**src/rtl/io_input_port.sv**
```systemverilog
// Memory-mapped switch/button input port with per-input synchronizer, debounce
// and clear-on-read press capture. Optional interrupt output: IO_INPUT_IRQ_EN.
module io_input_port #(
  parameter int unsigned DEBOUNCE_CYCLES = 500000
) (
  input  logic        i_clk,
  input  logic        i_reset,
  input  logic [9:0]  i_sw,
  input  logic [3:0]  i_button,
  input  logic [31:0] i_lsu_addr,
  input  logic        i_lsu_rden,
  output logic [31:0] o_ld_data,
  output logic        o_hit
`ifdef IO_INPUT_IRQ_EN
  ,
  output logic        o_irq
`endif
);

  localparam int NUM_SW  = 10;
  localparam int NUM_BTN = 4;
  localparam int NUM_IN  = NUM_SW + NUM_BTN;
  localparam int CW      = 21;
  localparam logic [CW-1:0] LAST_COUNT = CW'(DEBOUNCE_CYCLES - 1);

  localparam logic [29:0] SW_WORD   = 30'h0400_4000;
  localparam logic [29:0] BTN_WORD  = 30'h0400_4400;
  localparam logic [29:0] EDGE_WORD = 30'h0400_4401;

  logic [NUM_SW-1:0]  sw_meta;
  logic [NUM_SW-1:0]  sw_sync;
  logic [NUM_BTN-1:0] btn_meta;
  logic [NUM_BTN-1:0] btn_sync;

  logic [NUM_IN-1:0]  level;
  logic [NUM_IN-1:0]  stable;
  logic [NUM_IN-1:0]  accept;
  logic [CW-1:0]      count [NUM_IN];

  logic [NUM_SW-1:0]  sw_stable;
  logic [NUM_BTN-1:0] btn_stable;
  logic [NUM_BTN-1:0] press;
  logic [NUM_BTN-1:0] edge_capture;
  logic [29:0]        word_addr;
  logic               read_clear;
  logic               unused_addr_bits;

  assign word_addr        = i_lsu_addr[31:2];
  assign unused_addr_bits = &{1'b0, i_lsu_addr[1:0]};

  // Buttons idle high, so their synchronizers reset to the released level.
  always_ff @(posedge i_clk or posedge i_reset) begin
    if (i_reset) begin
      sw_meta  <= '0;
      sw_sync  <= '0;
      btn_meta <= '1;
      btn_sync <= '1;
    end else begin
      sw_meta  <= i_sw;
      sw_sync  <= sw_meta;
      btn_meta <= i_button;
      btn_sync <= btn_meta;
    end
  end

  assign level = {~btn_sync, sw_sync};

  always_comb begin
    accept = '0;
    for (int i = 0; i < NUM_IN; i++) begin
      accept[i] = (level[i] != stable[i]) && (count[i] == LAST_COUNT);
    end
  end

  // Counter runs only while the level disagrees with stable; any agreement
  // clears it, so a short glitch never accumulates toward acceptance.
  always_ff @(posedge i_clk or posedge i_reset) begin
    if (i_reset) begin
      stable <= '0;
      for (int i = 0; i < NUM_IN; i++) begin
        count[i] <= '0;
      end
    end else begin
      for (int i = 0; i < NUM_IN; i++) begin
        if (level[i] == stable[i]) begin
          count[i] <= '0;
        end else if (accept[i]) begin
          stable[i] <= level[i];
          count[i]  <= '0;
        end else begin
          count[i] <= count[i] + CW'(1);
        end
      end
    end
  end

  assign sw_stable  = stable[NUM_SW-1:0];
  assign btn_stable = stable[NUM_IN-1:NUM_SW];
  assign press      = accept[NUM_IN-1:NUM_SW] & level[NUM_IN-1:NUM_SW];
  assign read_clear = i_lsu_rden && (word_addr == EDGE_WORD);

  // A press landing on the clearing edge survives the clear.
  always_ff @(posedge i_clk or posedge i_reset) begin
    if (i_reset) begin
      edge_capture <= '0;
    end else begin
      edge_capture <= (read_clear ? '0 : edge_capture) | press;
    end
  end

  always_comb begin
    o_ld_data = '0;
    o_hit     = 1'b0;
    case (word_addr)
      SW_WORD: begin
        o_ld_data = {22'b0, sw_stable};
        o_hit     = 1'b1;
      end
      BTN_WORD: begin
        o_ld_data = {28'b0, btn_stable};
        o_hit     = 1'b1;
      end
      EDGE_WORD: begin
        o_ld_data = {28'b0, edge_capture};
        o_hit     = 1'b1;
      end
      default: begin
        o_ld_data = '0;
        o_hit     = 1'b0;
      end
    endcase
  end

`ifdef IO_INPUT_IRQ_EN
  always_ff @(posedge i_clk or posedge i_reset) begin
    if (i_reset) begin
      o_irq <= 1'b0;
    end else begin
      o_irq <= |edge_capture;
    end
  end
`endif

endmodule

```
**config.mk**
```make
export PLATFORM = sky130hd
export DESIGN_NAME = io_input_port
export DESIGN_NICKNAME = d
export VERILOG_FILES = /design/src/rtl/io_input_port.sv
export SDC_FILE = /design/constraint.sdc
export NUM_CORES = 1
export LEC_CHECK = 0
export ABC_AREA = 1
export BUFFER_PORTS_ARGS = -buffer_cell sky130_fd_sc_hd__buf_2
export CORE_ASPECT_RATIO = 2
export CORE_UTILIZATION = 30
export CTS_CLUSTER_DIAMETER = 120
export DETAILED_ROUTE_END_ITERATION = 16
export PLACE_DENSITY_LB_ADDON = 0.2
export SLEW_MARGIN = 30
export SYNTH_ARGS = -nofsm -noshare
export SYNTH_HDL_FRONTEND = slang
export SYNTH_SLANG_ARGS = --single-unit
```
**constraint.sdc**
```tcl
create_clock -name i_clk -period 31.1 [get_ports i_clk]
set_clock_uncertainty 0.15 [all_clocks]
set_input_delay 4.665 -clock i_clk [delete_from_list [all_inputs] [get_ports i_clk]]
set_output_delay 4.665 -clock i_clk [all_outputs]
set_load 0.05 [all_outputs]
```
==> reports/metrics.yaml, run 1 <==
floorplanning:
  row_count: 131
  start_util_pct: 30.42
  die_h_um: 362.1
  die_area_um2: 65900
  core-area_um2: 63920
  pin_count: 82
  dieWidth_um: 182.0
worst_setup_path:
  cp_cell_sequence: "buf_2, nor2_1, nand4_1, nor2_1, nand2_1, nand3_1, buf_2"
  r2r_start: "count[0]"
  worstSetupEndpointType: "output pin"
  r2r_cells: 8
  cpPeakStageDelay_ns: 0.78
  cp-start-kind: "input pin"
  worstPathRequired_ns: 26.29
  critPathKind: "input pin to output pin"
  crit_start: "i_lsu_addr[19]"
  rr_endpoint: "stable[13]"
  arrival_ns: 7.02
  cp_max_fo: 16
  slowest_stage: "nand2_1"
  ff2ff_setup_slack_ns: 28.97
place:
  portBuffers: 57
  dpl-instance-area_um2: 20690
  place_congestion: 0.8970
  place_hpwl_um: 37310
yosys:
  synth_ff_type: "dfrtp_1"
  syn_inst: 2766
  yosysTopAreaCell: "dfrtp_1"
  ys_top_cells_by_area: "dfrtp_1 43%, nor2_1 15%, nand2_1 12%"
  synth_mux_area_share_pct: 0
  synth.cell_area_um2: 19450
  synth_compound_area_share_pct: 2.696
  yosys.area_share.simple_pct: 40.00
  synthArstFlopShare_pct: 100.0
  synth_top_area_share_pct: 42.72
  synth_warnings: 0
  synth_seq_cells: 340
  synth_cell_type_count: 34
  synth.avg_cell_area_um2: 7.030
  synth-adder-area-share_pct: 0.9008
  synthXorXnorAreaFrac_pct: 4.774
  seq_area_frac_synth_pct: 43.80
  synth_edf_count: 0
  synth_top_family_by_area: "simple AND/OR/NAND/NOR gates"
worst_hold_path:
  min_to: "sw_sync[3]"
  min_from: "sw_meta[3]"
  hold_path.class: "flip-flop to flip-flop"
  min_delay_path_depth: 0
grt:
  antenna_found_initial: 0
  gr-usage-all-layers_pct: 15.64
  grt_max_degree: 84
  grt_pass1_wl_um: 84030
  overflow: 0
  grt_pass1_vias: 17660
cts:
  h-tree-depth: 2
  cts_tree: "done"
  cts.sinks: 340
  postCtsSetupRepairBufs: 0
  cts_max_path_buffers: 3
  cts_resized: 0
  clkLatencyLatePin_ns: 0.55
  clk_pin_slew_ns: 0.06
  root_buffer: "clkbuf_16"
  postCtsHoldBufs: 0
  cts_buffers: 37
drt:
  antenna_left: 0
  drcViolationCount: 0
  first_pass_iters: 7
  vias_per_cell: 4.699
  wl_per_cell_um: 13.54
  vias: 17330
  routed_wirelength_um: 49950
  drtIter0Drc: 806
final_layout:
  areaGrowthSynthToFinish_pct: 13.09
  design_area_um2: 21990
  n_antenna_cell: 0
  nets: 2924
  multi_input_area_um2: 9492
  num-fill-cells: 6893
  seqCellArea_um2: 8518
  drive_gt1_share_pct: 7.163
power:
  p_leak_uw: 0.009504
  peakVddDrop_mv: 0.03970
  p_per_area_nw_per_um2: 43.15
timing:
  relSlewSlack_pct: 39.73
  worst_slew_pin_slew_ns: 0.9007
  max_freq_mhz: 84.49
  setup_tns_ns: 0
  rsz0062_at_grt: "no"
  hold_violations: 0
  setup_viol: 0
  period_needed_ns: 11.84
  report.final.slew_viol_count: 0
  min_period_over_period_pct: 38.06
job:
  cap_viol_max_count: 0
outcome:
  status: "finished clean"
worst max-delay path: cells and delay by family:
family / cells / cell delay [ns]
simple gates: 5 / 1.96
buf+inv: 2 / 0.39
power breakdown:
part,switching (µW),internal (µW)
clock,188,269
sequential,4.07,449
combinational,29.3,9.89
logic make-up after synthesis:
kind of cell / count (synthesis)
AOI/OAI and AO/OA: 88
xor gates and xnor gates: 106
adders and majority gates: 14
buffers and inverters: 381
DFF: 340
other: 1
and+or+nand+nor: 1836
per-layer routing:
layer,global-route usage (%),vias to the layer above,part of all wire (%)
li1,-,8753,-
met4,9.573,0,6.0
met2,30.88,369,55
met3,1.687,162,2.7
met5,0,-,0
met1,15.24,8047,37
synthesized netlist by cell type (13+ instances only):
| library cell | count |
|---|---|
| nand2_2 | 18 |
| and2_1 | 15 |
| nand3_2 | 13 |
| clkbuf_1 | 14 |
| inv_1 | 340 |
| ha_1 | 14 |
| a21oi_1 | 26 |
| nand3b_1 | 15 |
| nand2_1 | 636 |
| nor2_1 | 762 |
| buf_4 | 23 |
| dfrtp_1 | 332 |
| nand4_1 | 43 |
| nor3_1 | 72 |
| xor2_1 | 71 |
| nand3_1 | 212 |
| o21a_1 | 14 |
| o21ai_0 | 22 |
| a211oi_1 | 14 |
| xnor2_1 | 35 |
area by class of cell:
type	count	share of cell area, %
inverters	343	5.888
well taps	798	4.540
repair buffers	73	2.042
clock buffers	61	5.223
clock inverters	7	0.4153
flip-flops and latches	340	38.73
multi-input cells	2066	43.16
sequential cells by signal (all words and copies together), names as in the netlist:
signal	count
edge_capture	4
count	294
btn_sync	4
sw_sync	10
stable	14
sw_meta	10
btn_meta	4
through the flow:
step           hold slack, ns  total power [µW]  utilization, %  std cells  setup WS (ns)
6_report               0.1961             948.9           34.40       3688          19.26
5_1_grt                0.2101             992.7           34.40       3688          18.92
4_1_cts                0.2035             972.2           34.31       3686          19.16
3_5_place_dp           0.1864             501.0           32.37       3618          19.17
3_3_place_gp           0.1835             500.0           32.37       3618          19.22
2_1_floorplan          0.1812             489.7               -       2787          16.87
worst max path at each step:
stage	endpoint	cells past startpoint
6_report	o_hit	7
5_1_grt	o_ld_data[6]	7
4_1_cts	o_hit	7
3_5_place_dp	o_hit	7
3_3_place_gp	o_hit	7
2_1_floorplan	count[0]	1
placed cells by master (no fill, tap or decap), types with 26 or more instances in the layout:
cell type and count:
a21oi_1 26, buf_2 57, clkbuf_16 39, dfrtp_1 332
inv_1 339, nand2_1 636, nand3_1 212, nand4_1 43
nor2_1 761, nor3_1 72, xnor2_1 35, xor2_1 71
No activity file was read; power rests on OpenSTA's default activity.
==> run 2, diff against run 1 <==
Settings changed: ABC_AREA 1 to 0.
Clock period 31.1 ns to 10.4 ns, I/O delays scaled along.
==> run 2 against run 1 <==
  * Area after synthesis down 15%
  * Total power rose to 2.9 times the previous value
  * Critical path depth unchanged
  * Sequential cell count unchanged
  * Clock power rose to 2.8 times the previous value
  * Worst hold slack worse by 0.0056 ns
  * Via count down 28%
  * Sequential share of layout area up 6.8 points
  * Final cell count down 33%
  * First-iteration DRC count down 37%
  * Register-to-register slack worse by 21 ns
==> reports/metrics.yaml, run 2 <==
drt:
  drtIter0Drc: 511  # was 806
  vias_per_cell: 5.044  # was 4.699
  wl_per_cell_um: 14.88  # was 13.54 µm
  antenna_left: 0  # unchanged
  first_pass_iters: 4  # was 7
  drcViolationCount: 0  # unchanged
  routed_wirelength_um: 36740  # was 49950 µm
  vias: 12450  # was 17330
power:
  peakVddDrop_mv: 0.1077  # was 0.03970 mV
  p_leak_uw: 0.007448  # was 0.009504 µW
  p_per_area_nw_per_um2: 146.6  # was 43.15 nW/µm²
yosys:
  synth_warnings: 0  # unchanged
  synth_ff_type: "dfrtp_1"  # unchanged
  syn_inst: 1697  # was 2766
  ys_top_cells_by_area: "dfrtp_1 50%, xnor2_1 5.8%, nor2_1 5.3%"  # was dfrtp_1 43%, nor2_1 15%, nand2_1 12%
  synthArstFlopShare_pct: 100.0  # unchanged
  synth_seq_cells: 340  # unchanged
  synth_common_cells: "332 x dfrtp_1, 233 x nor2_1, 110 x xnor2_1"  # was 762 x nor2_1, 636 x nand2_1, 340 x inv_1
  yosys.cell_count.top_type: "dfrtp_1"  # was nor2_1
  synth.cell_area_um2: 16530  # was 19450 µm²
  synth_top_area_share_pct: 50.25  # was 42.72%
  synth.avg_cell_area_um2: 9.742  # was 7.030 µm²
  synth_edf_count: 0  # unchanged
  synth_cell_type_count: 48  # was 34
  yosysTopAreaCell: "dfrtp_1"  # unchanged
  seq_area_frac_synth_pct: 51.53  # was 43.80%
worst_setup_path:
  r2r_cells: 5  # was 8
  worstPathRequired_ns: 8.69  # was 26.29 ns
  cp_max_fo: 5  # was 16
  worstSetupEndpointType: "output pin"  # unchanged
  critPathKind: "input pin to output pin"  # unchanged
  arrival_ns: 3.69  # was 7.02 ns
  cp-start-kind: "input pin"  # unchanged
final_layout:
  stdcell_count: 2469  # was 3688
  nets: 1828  # was 2924
  layout_commonest_cell: "dfrtp_1"  # was nor2_1
  layout_common_cells: "332 x dfrtp_1, 233 x nor2_1, 110 x xnor2_1"  # was 761 x nor2_1, 636 x nand2_1, 339 x inv_1
  top_register: "count"  # unchanged
  drive_gt1_share_pct: 8.594  # was 7.163%
  reg.largest.list: "count (294), stable (14)"  # unchanged
  largest_reg_flops: 294  # unchanged
  num-fill-cells: 5545  # was 6893
  areaGrowthSynthToFinish_pct: 13.18  # was 13.09%
grt:
  overflow: 0  # unchanged
  grt_max_degree: 114  # was 84
  gr-usage-all-layers_pct: 13.46  # was 15.64%
  antenna_found_initial: 2  # was 0
  grt_pass1_vias: 12770  # was 17660
  grt_pass1_wl_um: 62330  # was 84030 µm
cts:
  cts_tree: "done"  # unchanged
  h-tree-depth: 2  # unchanged
  cts.sinks: 340  # unchanged
  root_buffer: "clkbuf_16"  # unchanged
  clk_pin_slew_ns: 0.06  # about the same
  cts_max_path_buffers: 3  # unchanged
  postCtsSetupRepairBufs: 0  # unchanged
  postCtsHoldBufs: 0  # unchanged
  cts_buffers: 37  # unchanged
  clkLatencyLatePin_ns: 0.54  # was 0.55 ns
  cts_resized: 0  # unchanged
timing:
  report.final.slew_viol_count: 0  # unchanged
  setup_viol: 0  # unchanged
  rsz0062_at_grt: "no"  # unchanged
  hold_violations: 0  # unchanged
  relSlewSlack_pct: 45.12  # was 39.73%
  setup_tns_ns: 0  # unchanged
  worst_slew_pin_slew_ns: 0.8231  # was 0.9007 ns
  period_needed_ns: 5.400
  min_period_over_period_pct: 51.92
  max_freq_mhz: 185.2
floorplanning:
  core-area_um2: 54500  # was 63920 µm²
  die_h_um: 334.0  # was 362.1 µm
  die_area_um2: 56110  # was 65900 µm²
  dieWidth_um: 168.0  # was 182.0 µm
  start_util_pct: 30.33  # was 30.42%
  pin_count: 82  # unchanged
  row_count: 121  # was 131
outcome:
  status: "finished clean"  # unchanged
job:
  cap_viol_max_count: 0  # unchanged
place:
  place_hpwl_um: 25600  # was 37310 µm
  dp_cells: 2401  # was 3618
  place_congestion: 0.7679  # was 0.8970
  portBuffers: 57  # unchanged
worst_hold_path:
  min_delay_path_depth: 0  # unchanged
  hold_path.class: "flip-flop to flip-flop"  # unchanged
[run 2: where the power goes]
part | total [µW] | internal, µW | switching (µW)
combinational | 111 | 28.0 | 83.1
sequential | 1360 | 1340 | 18.0
clock | 1270 | 730 | 541
[run 2: cell type report]
cell class | count | area, µm² | share of cell area (%)
Antenna cell | 1 | 2.502 | 0.01337
Clock buffer | 59 | 1069 | 5.710
Clock inverter | 7 | 70.07 | 0.3745
Inverter | 50 | 191.4 | 1.023
Multi-Input combinational cell | 1263 | 7594 | 40.58
Sequential cell | 340 | 8518 | 45.52
Tap cell | 676 | 845.8 | 4.520
Timing Repair Buffer | 73 | 421.7 | 2.253
[run 2: logic make-up (layout without fill, tap and decap cells)]
family / count (synthesis) / after routing / synth area share, %
AND/OR/NAND/NOR: 820 / 820 / 26.21
flip-flops: 340 / 340 / 51.53
XOR/XNOR: 199 / 199 / 10.54
AO/OA/AOI/OAI: 189 / 189 / 6.244
buffers and inverters: 115 / 189 / 3.171
multiplexers: 19 / 19 / 1.226
adder cells (fa/ha/maj): 14 / 14 / 1.060
other: 1 / 23 / 0.02268
[run 2: worst max-delay path, cell delays in order]
cell and delay [ns]:
buf_2 0.10, nor4_1 0.28, nand4_1 0.27, nor4_2 0.67, buf_4 0.36, and2_1 0.17
buf_2 0.27
[run 2: per-layer routing]
layer  vias up  track usage [%]  share of wire (%)
met5         -                0                  0
met4         0            6.598                3.8
met3        70            1.846                3.2
met2       182            25.74                 54
met1      6073            14.22                 39
li1       6128                -                  -
[run 2: worst paths after layout]
check	startpoint	end	slack [ns]
min reg2reg	sw_meta[3]	sw_sync[3]	0.19
min	sw_meta[3]	sw_sync[3]	0.19
max reg2reg	count[273]	count[276]	7.92
min in group asynchronous	i_reset	count[251]	0.93
max in group asynchronous	i_reset	count[43]	7.17
max	i_lsu_addr[30]	o_ld_data[7]	5.00
[run 2: stage by stage]
| step | worst slack [ns] | utilization, % | power, µW | hold WS (ns) | instance area, µm² |
|---|---|---|---|---|---|
| finish | 5.000 | 34.33 | 2743 | 0.1905 | 18710 |
| global route | 4.815 | 34.33 | 2860 | 0.1950 | 18710 |
| CTS | 4.868 | 34.31 | 2806 | 0.1934 | 18700 |
| detailed placement | 4.868 | 32.22 | 1500 | 0.1870 | 17560 |
| global placement | 4.889 | 32.22 | 1498 | 0.1831 | 17560 |
| floorplan | 4.150 | - | 1469 | 0.1812 | 16610 |
==> run 3, diff against run 2 <==
Clock period 10.4 ns to 4.78 ns, I/O delays scaled along.
==> run 3 against run 2 <==
  * Combinational power is 120% higher
  * Via count decreased by 0.13%
  * Register-to-register slack worse by 5.6 ns
  * Count of clock-buffer cells in the layout is 3 lower
  * Worst hold slack got worse by 0.17 ns
  * Core utilization increased by 0.39 points
  * Non-clock buffer count unchanged
  * Cell area up 1.2%
==> reports/metrics.yaml, run 3 (synthesized netlist as in run 2, its figures left out) <==
worst_setup_path:
  worstPathRequired_ns: 3.91  # was 8.69 ns
  arrival_ns: 2.46  # was 3.69 ns
  critPathKind: "input pin to output pin"  # unchanged
  path_common_cell: "buf_2"  # unchanged
  worstSetupEndpointType: "output pin"  # unchanged
  cp-start-kind: "input pin"  # unchanged
  cp_cell_sequence: "buf_2, nor4b_1, nand4_1, or2_2, a21oi_1, buf_2"  # was buf_2, nor4_1, nand4_1, nor4_2, buf_4, and2_1, buf_2
  slowest_stage: "or2_2"  # was nor4_2
  cp_max_fo: 5  # unchanged
  cpPeakStageDelay_ns: 0.43  # was 0.67 ns
grt:
  overflow: 0  # unchanged
  grt_max_degree: 147  # was 114
  antenna_found_initial: 1  # was 2
  grt_pass1_wl_um: 63370  # was 62330 µm
  gr-usage-all-layers_pct: 13.64  # was 13.46%
  grt_pass1_vias: 12950  # was 12770
drt:
  drcViolationCount: 0  # unchanged
  vias: 12440  # was 12450
  first_pass_iters: 4  # unchanged
  routed_wirelength_um: 36520  # was 36740 µm
  vias_per_cell: 5.035  # was 5.044
  drtIter0Drc: 553  # was 511
  wl_per_cell_um: 14.78  # was 14.88 µm
  antenna_left: 0  # unchanged
power:
  p_per_area_nw_per_um2: 334.6  # was 146.6 nW/µm²
  p_leak_uw: 0.007564  # was 0.007448 µW
  fin_total_pwr_uw: 6332  # was 2743 µW
  peakVddDrop_mv: 0.2114  # was 0.1077 mV
final_layout:
  areaGrowthSynthToFinish_pct: 14.49  # was 13.18%
  design_area_um2: 18930  # was 18710 µm²
  top_register: "count"  # unchanged
  stdcell_count: 2470  # was 2469
  layout_commonest_cell: "dfrtp_1"  # unchanged
  reg.largest.list: "count (294), stable (14)"  # unchanged
  largest_reg_flops: 294  # unchanged
  num-fill-cells: 5571  # was 5545
  n_antenna_cell: 0  # was 1
  layout_common_cells: "332 x dfrtp_1, 233 x nor2_1, 110 x xnor2_1"  # unchanged
  drive_gt1_share_pct: 9.365  # was 8.594%
  nets: 1828  # unchanged
place:
  dpl-instance-area_um2: 17580  # was 17560 µm²
  dp_cells: 2402  # was 2401
  portBuffers: 57  # unchanged
  place_congestion: 0.7750  # was 0.7679
  post-place-ws_ns: 1.468  # was 4.868 ns
  place_hpwl_um: 25540  # was 25600 µm
cts:
  cts_tree: "done"  # unchanged
  clk_pin_slew_ns: 0.06  # about the same
  cts_resized: 0  # unchanged
  postCtsHoldBufs: 0  # unchanged
  cts_buffers: 37  # unchanged
  cts.sinks: 340  # unchanged
  cts_max_path_buffers: 3  # unchanged
  root_buffer: "clkbuf_16"  # unchanged
  postCtsSetupRepairBufs: 0  # unchanged
  h-tree-depth: 2  # unchanged
  clkLatencyLatePin_ns: 0.54  # about the same
job:
  cap_viol_max_count: 0  # unchanged
timing:
  max_freq_mhz: 300.5
  report.final.slew_viol_count: 0  # unchanged
  min_period_over_period_pct: 69.62
  rsz0062_at_grt: "no"  # unchanged
  hold_violations: 0  # unchanged
  relSlewSlack_pct: 43.01  # was 45.12%
  period_needed_ns: 3.328
  setup_ws_ns: 1.452  # was 5.000 ns
  worst_slew_pin_slew_ns: 0.8549  # was 0.8231 ns
  setup_viol: 0  # unchanged
floorplanning:
  start_util_pct: 30.33  # unchanged
  pin_count: 82  # unchanged
  die_h_um: 334.0  # unchanged
  core-area_um2: 54500  # unchanged
  die_area_um2: 56110  # unchanged
  dieWidth_um: 168.0  # unchanged
  row_count: 121  # unchanged
outcome:
  status: "finished clean"  # unchanged
worst_hold_path:
  hold_path.class: "input pin to async pin"  # was flip-flop to flip-flop
==> run 3: cell types whose count changed in the layout (fill, tap and decap cells not counted), sizes merged <==
cell / before / now
clkbuf: 59 / 56
bufinv: 1 / 4
clkinv: 3 / 5
diode: 1 / 0
==> run 3: where the power goes <==
group | total (µW) | switching [µW] | leakage (µW) | internal [µW]
Combinational | 241 | 179 | 0.00228 | 62.1
Sequential | 2960 | 39.7 | 0.00462 | 2920
Clock | 3130 | 1220 | 0.000664 | 1910
==> run 3: routing by layer <==
metal	routed length, µm	global-route usage (%)
met1	14290	14.48
met2	20070	26.75
met3	1077	1.692
met4	1077	5.329
met5	0	0
==> run 3: path summary, 6_finish.rpt <==
kind                            slack (ns)  depth (start not counted)      startpoint          end
max in group asynchronous             3.31                          3         i_reset    count[73]
worst max-delay path                  1.45                          6  i_lsu_addr[29]        o_hit
worst min register to register        0.19                          0     btn_meta[3]  btn_sync[3]
worst max register to register        2.35                          6      count[189]   count[201]
min in group i_clk                    0.13                          1     i_button[1]  btn_meta[1]
worst min-delay path                  0.02                          2         i_reset   sw_sync[2]
==> run 3: final cells by class <==
class	count	area (µm²)	area share [%]
Clock buffer	56	1170	6.181
Clock inverter	12	173.9	0.9189
Inverter	50	191.4	1.011
Multi-Input combinational cell	1263	7594	40.12
Sequential cell	340	8518	45.01
Tap cell	676	845.8	4.469
Timing Repair Buffer	73	434.2	2.294
==> run 3: critical path, delay by kind of cell <==
kind / cells / cell delay [ns]
compound gates: 1 / 0.32
buf+inv: 2 / 0.43
simple gates: 3 / 0.98
==> run 3: stage by stage <==
stage | utilization (%) | setup TNS (ns) | hold WS, ns
CTS | 34.73 | 0 | 0.002054
finish | 34.73 | 0 | 0.02165
detailed placement | 32.26 | 0 | 0.1847
floorplan | - | -208.17 | 0.1812
global placement | 32.24 | 0 | 0.1827
global route | 34.73 | 0 | 0.03154
